==> src/rtl/amm_simple_arbiter.sv <==
// amm_simple_arbiter
// 2-to-1 Avalon-MM arbiter. Two masters share one slave with round-robin
// ownership per transfer. Pipelined read responses are steered back to the
// issuing master through an in-order FIFO of master IDs.
module amm_simple_arbiter #(
   parameter int unsigned ADDR_W      = 32,
   parameter int unsigned DATA_W      = 32,
   parameter int unsigned MAX_PENDING = 4,
   parameter int unsigned PEND_W      = $clog2(MAX_PENDING) + 1
) (
   input  logic              clk_i,
   input  logic              rst_i,
   // requester 0
   input  logic [ADDR_W-1:0] m0_address,
   input  logic              m0_read,
   input  logic              m0_write,
   input  logic [DATA_W-1:0] m0_writedata,
   output logic [DATA_W-1:0] m0_readdata,
   output logic              m0_readdatavalid,
   output logic              m0_waitrequest,
   // requester 1
   input  logic [ADDR_W-1:0] m1_address,
   input  logic              m1_read,
   input  logic              m1_write,
   input  logic [DATA_W-1:0] m1_writedata,
   output logic [DATA_W-1:0] m1_readdata,
   output logic              m1_readdatavalid,
   output logic              m1_waitrequest,
   // shared slave
   output logic [ADDR_W-1:0] s_address,
   output logic              s_read,
   output logic              s_write,
   output logic [DATA_W-1:0] s_writedata,
   input  logic [DATA_W-1:0] s_readdata,
   input  logic              s_readdatavalid,
   input  logic              s_waitrequest,
   // status
   output logic [PEND_W-1:0] pending_cnt_o,
   output logic              err_o
);

   localparam int unsigned PTR_W = $clog2(MAX_PENDING);

   typedef enum logic [1:0] {
      IDLE,
      OWN0,
      OWN1
   } state_t;

   state_t            state;
   state_t            state_nxt;

   logic              req0;
   logic              req1;
   logic              done;
   logic              push;
   logic              pop;
   logic              fifo_full;
   logic              fifo_empty;
   logic              head_id;

   logic [MAX_PENDING-1:0] id_mem;
   logic [PTR_W-1:0]  wr_ptr;
   logic [PTR_W-1:0]  rd_ptr;
   logic [PEND_W-1:0] cnt;

   assign req0       = m0_read | m0_write;
   assign req1       = m1_read | m1_write;
   assign fifo_full  = (cnt == PEND_W'(MAX_PENDING));
   assign fifo_empty = (cnt == '0);
   assign done       = (s_read | s_write) & ~s_waitrequest;
   assign push       = done & s_read;
   assign pop        = s_readdatavalid & ~fifo_empty;
   assign head_id    = id_mem[rd_ptr];

   // Responses pass through combinationally; only the steering is registered.
   assign m0_readdata      = s_readdata;
   assign m1_readdata      = s_readdata;
   assign m0_readdatavalid = pop & ~head_id;
   assign m1_readdatavalid = pop & head_id;
   assign pending_cnt_o    = cnt;

   // Ownership state register
   always_ff @(posedge clk_i or posedge rst_i) begin
      if (rst_i) state <= IDLE;
      else       state <= state_nxt;
   end

   // Round-robin hand-over, only once the owner's command has been accepted
   always_comb begin
      state_nxt = state;
      case (state)
         IDLE: begin
            if (req0)      state_nxt = OWN0;
            else if (req1) state_nxt = OWN1;
         end
         OWN0: if (req1 && (!req0 || done)) state_nxt = OWN1;
         OWN1: if (req0 && (!req1 || done)) state_nxt = OWN0;
         default: state_nxt = IDLE;
      endcase
   end

   // Forward the owner's command; a read with a full ID FIFO is stalled
   always_comb begin
      s_address      = '0;
      s_writedata    = '0;
      s_read         = 1'b0;
      s_write        = 1'b0;
      m0_waitrequest = 1'b1;
      m1_waitrequest = 1'b1;
      case (state)
         OWN0: begin
            s_address      = m0_address;
            s_writedata    = m0_writedata;
            s_read         = m0_read & ~fifo_full;
            s_write        = m0_write;
            m0_waitrequest = s_waitrequest | (m0_read & fifo_full);
         end
         OWN1: begin
            s_address      = m1_address;
            s_writedata    = m1_writedata;
            s_read         = m1_read & ~fifo_full;
            s_write        = m1_write;
            m1_waitrequest = s_waitrequest | (m1_read & fifo_full);
         end
         default: ;
      endcase
   end

   // In-order FIFO of the master ID for every accepted read
   always_ff @(posedge clk_i or posedge rst_i) begin
      if (rst_i) begin
         id_mem <= '0;
         wr_ptr <= '0;
         rd_ptr <= '0;
         cnt    <= '0;
      end else begin
         if (push) begin
            id_mem[wr_ptr] <= (state == OWN1);
            wr_ptr         <= wr_ptr + 1'b1;
         end
         if (pop) rd_ptr <= rd_ptr + 1'b1;
         case ({push, pop})
            2'b10:   cnt <= cnt + 1'b1;
            2'b01:   cnt <= cnt - 1'b1;
            default: cnt <= cnt;
         endcase
      end
   end

   // Sticky flag for a response that matches no outstanding read
   always_ff @(posedge clk_i or posedge rst_i) begin
      if (rst_i)                               err_o <= 1'b0;
      else if (s_readdatavalid && fifo_empty)  err_o <= 1'b1;
   end

endmodule

==> config.mk <==
export PLATFORM = sky130hd
export DESIGN_NAME = amm_simple_arbiter
export DESIGN_NICKNAME = d
export VERILOG_FILES = /design/src/rtl/amm_simple_arbiter.sv
export SDC_FILE = /design/constraint.sdc
export NUM_CORES = 1
export LEC_CHECK = 0
export CORE_AREA = 2 2 119 121
export CTS_CLUSTER_DIAMETER = 50
export DETAILED_ROUTE_END_ITERATION = 16
export DIE_AREA = 0 0 121 123
export PLACE_DENSITY_LB_ADDON = 0.3
export RECOVER_POWER = 25
export SYNTH_ARGS = -nofsm -noshare
export SYNTH_HDL_FRONTEND = slang
export SYNTH_SLANG_ARGS = --single-unit
export TNS_END_PERCENT = 50
==> constraint.sdc <==
create_clock -name clk_i -period 7.7 [get_ports clk_i]
set_clock_uncertainty 0.2 [all_clocks]
set_input_delay 1.54 -clock clk_i [delete_from_list [all_inputs] [get_ports clk_i]]
set_output_delay 1.54 -clock clk_i [all_outputs]
set_load 0.02 [all_outputs]
==> metrics <==
outcome=completed; H-tree depth=1; Port Buffer Count=209; Rel. slew slack=25.6%; Mapped Avg Cell Area=7.34 sq um; antenna cells=0; CTS Hold Bufs=0; Synth Cell Area=2260 sq um; Switch Pwr=0.700 mW; number of synthesized register bits=14; final-report setup violation count=0; post-synthesis sequential area ratio=15.5%; Post-CTS Resized=0; CTS tree=built; routed wire length per instance=15.2 microns; GRT Resource Usage Total=11.2%; Die Area=14900 sq um; setup TNS=0 ps; RSZ-0062 raised after global routing=false; final core occ=30.0%; Total Wirelength=9.34 mm; Remaining DRCs=0; Core ar.=13600 sq um; Register-to-Register Path Depth=12; setup slack after layout=2760 ps; Final Cycle Share=64.1%; CTS buffer count=3; fin crit period=4940 ps; Cells after Synth=308; GP Congestion=0.733; Via density=4.25; final hold vios=0; Nets=614; chip height=123 microns; antenna-violating nets left=0; YS warnings=0; Pint=0.678 mW; Comb pwr share=82.8%; ys async rst share=100%; Max stage delay cell, worst path=dlygate4sd3_1; setup slack at placement=2800 ps; flop2flop setup slack=3740 ps; CP arrival=3200 ps; routed vias=2615; reg2reg start=state[0]$_DFFE_PP0P_; Worst Path Required=5960 ps; hold path endpoint=err_o$_DFFE_PP0P_; fin. max-slew vios=0; clk root buf=clkbuf_16; CP Cell Sequence=dlygate4sd3_1 -> mux2i_1 -> nor2_1 -> clkdlybuf4s50_1; Post-DP Area=4020 sq um; clk sink count=14; First-pass DRT Iterations=4; Skew-Pair Late Insertion Delay=240 ps; chip width=121 microns; Power Density=337 nW/um^2; clock power share=7.0%; Area growth syn-to-layout=80.8%; number of enable flip-flop cells after synthesis=0; Setup CP Type=in2out; final instance area=4090 sq um; worst min-delay path class=reg2reg; Pleak=1.51 nW; DP Cell Count=612; Max Root-Sink Buffers=2; fin cells=615; WHS Path Cells=1; Max Cap Viol=0; post-DP HPWL=7.35 mm; VDD IR-drop max=169 uV; Flop pwr share=10.2%; Yosys cell types=41; CTS clk-pin slew, worst paths=40 ps; share of cells above drive strength 1=3.68%; Iter 0 DRT Violations=141; vias in the first global route=2532; grt ovf=0; Net Sw Frac=50.8%; Worst path max stage delay=680 ps; CP endpoint kind=output pin; first-pass GRT wire length=13.3 mm; largest net degree at the start of global routing=67; Initial Util=16.6%; Synthesized Nets=485; Setup Fix Bufs, Post-CTS=0; I/O Pins=306; Worst setup SP type=input port; worst-path maximum fanout=6; initial antenna violation count=0; row cnt=43; Main synth FF type=dfrtp_1; worst slew pin tran=1120 ps; Reg-to-Reg End=pending_cnt_o[2]$_DFFE_PP0P_; min-delay src=err_o$_DFFE_PP0P_; fmax=203 MHz
registers in the layout, indices dropped and copies added (netlist names):
name	flops
err_o	1
id_mem	4
pending_cnt_o	3
rd_ptr	2
state	2
wr_ptr	2
worst max path at each step:
| stage | from | endpoint | slack [ps] | depth (start not counted) |
|---|---|---|---|---|
| 6_report | m1_read | s_read | 2760 | 4 |
| 5_1_grt | m1_read | s_read | 2650 | 4 |
| 4_1_cts | m1_read | s_read | 2780 | 4 |
| 3_5_place_dp | m1_read | s_read | 2800 | 4 |
| 3_3_place_gp | m1_read | s_read | 2800 | 4 |
| 2_1_floorplan | m1_read | s_read | 3940 | 2 |
cell usage after synthesis, types with 2 or more instances:
library cell,number,share of area (%)
a22oi_1,65,22
a21oi_1,2,0.44
buf_1,12,2.0
xor2_1,2,0.78
ha_1,8,4.4
nand2_1,10,1.7
mux2i_1,2,0.89
buf_4,64,21
xnor2_1,4,1.6
inv_1,12,2.0
nor2_1,69,11
a21o_1,2,0.66
nand2b_1,2,0.55
dfrtp_1,14,16
o31ai_1,2,0.66
nand3b_1,2,0.66
mux2_1,4,2.0
clkbuf_1,9,1.5
critical path, delay by kind of cell:
kind,cells,cell delay (ps)
muxes,1,190
buffers and inverters,2,1310
and+or+nand+nor,1,150
per-stage QoR:
step / hold slack [ps] / power [mW]
2_1_floorplan: 255 / 0.866
3_3_place_gp: 242 / 1.30
3_5_place_dp: 257 / 1.31
4_1_cts: 276 / 1.41
5_1_grt: 287 / 1.49
6_report: 264 / 1.38
kinds of logic (layout without fill, tap and decap cells):
logic type / count (synthesis) / count (layout) / synth area share (%)
flip-flops: 14 / 14 / 15.5
multiplexers: 8 / 8 / 4.54
buffers and inverters: 99 / 226 / 27.5
XOR/XNOR: 6 / 6 / 2.33
AND/OR/NAND/NOR: 91 / 91 / 17.5
adder cells (fa/ha/maj): 9 / 9 / 5.32
AO/OA/AOI/OAI: 81 / 81 / 27.4
routing by layer:
metal	vias up	part of all wire (%)	global-route usage (%)	wire length, microns
met1	1221	40	12.7	3750
met5	-	0	0	0
met3	22	7.5	1.89	701
met4	0	1.9	3.13	176
li1	1264	-	-	-
met2	108	50	21.6	4710
area by class of cell:
| cell class | count | area, sq um |
|---|---|---|
| inverter | 12 | 45.0 |
| clock buffer | 3 | 75.1 |
| tap | 180 | 225 |
| multi-input combinational | 195 | 1280 |
| timing repair buffer | 211 | 2110 |
| fill | 1447 | 9530 |
| sequential | 14 | 350 |
power by group through the flow:
| stage | combinational (mW) | sequential (mW) | clock [mW] |
|---|---|---|---|
| floorplan | 0.719 | 0.147 | 0 |
| global placement | 1.16 | 0.141 | 0 |
| detailed placement | 1.17 | 0.142 | 0 |
| CTS | 1.17 | 0.142 | 0.0984 |
| global route | 1.24 | 0.146 | 0.101 |
| finish | 1.14 | 0.141 | 0.0962 |
layout by cell type (no fill, tap or decap), types with 2 or more instances in the layout:
cell type        synthesis  routed
mux2_1                   4       4
dlygate4sd3_1            0       7
nor3_1                   1       2
a21o_1                   2       2
buf_4                   64       2
nand2_1                 10      10
nand2b_1                 2       2
nand3b_1                 2       2
mux2i_1                  2       2
a21oi_1                  2       2
clkdlybuf4s50_1          0     202
dfrtp_1                 14      14
clkbuf_16                0       3
xor2_1                   2       2
xnor2_1                  4       4
ha_2                     0       2
inv_1                   12      11
o31ai_1                  2       2
ha_1                     8       6
nor2_1                  69      69
a22oi_1                 65      65
No activity file was read; power rests on OpenSTA's default activity.
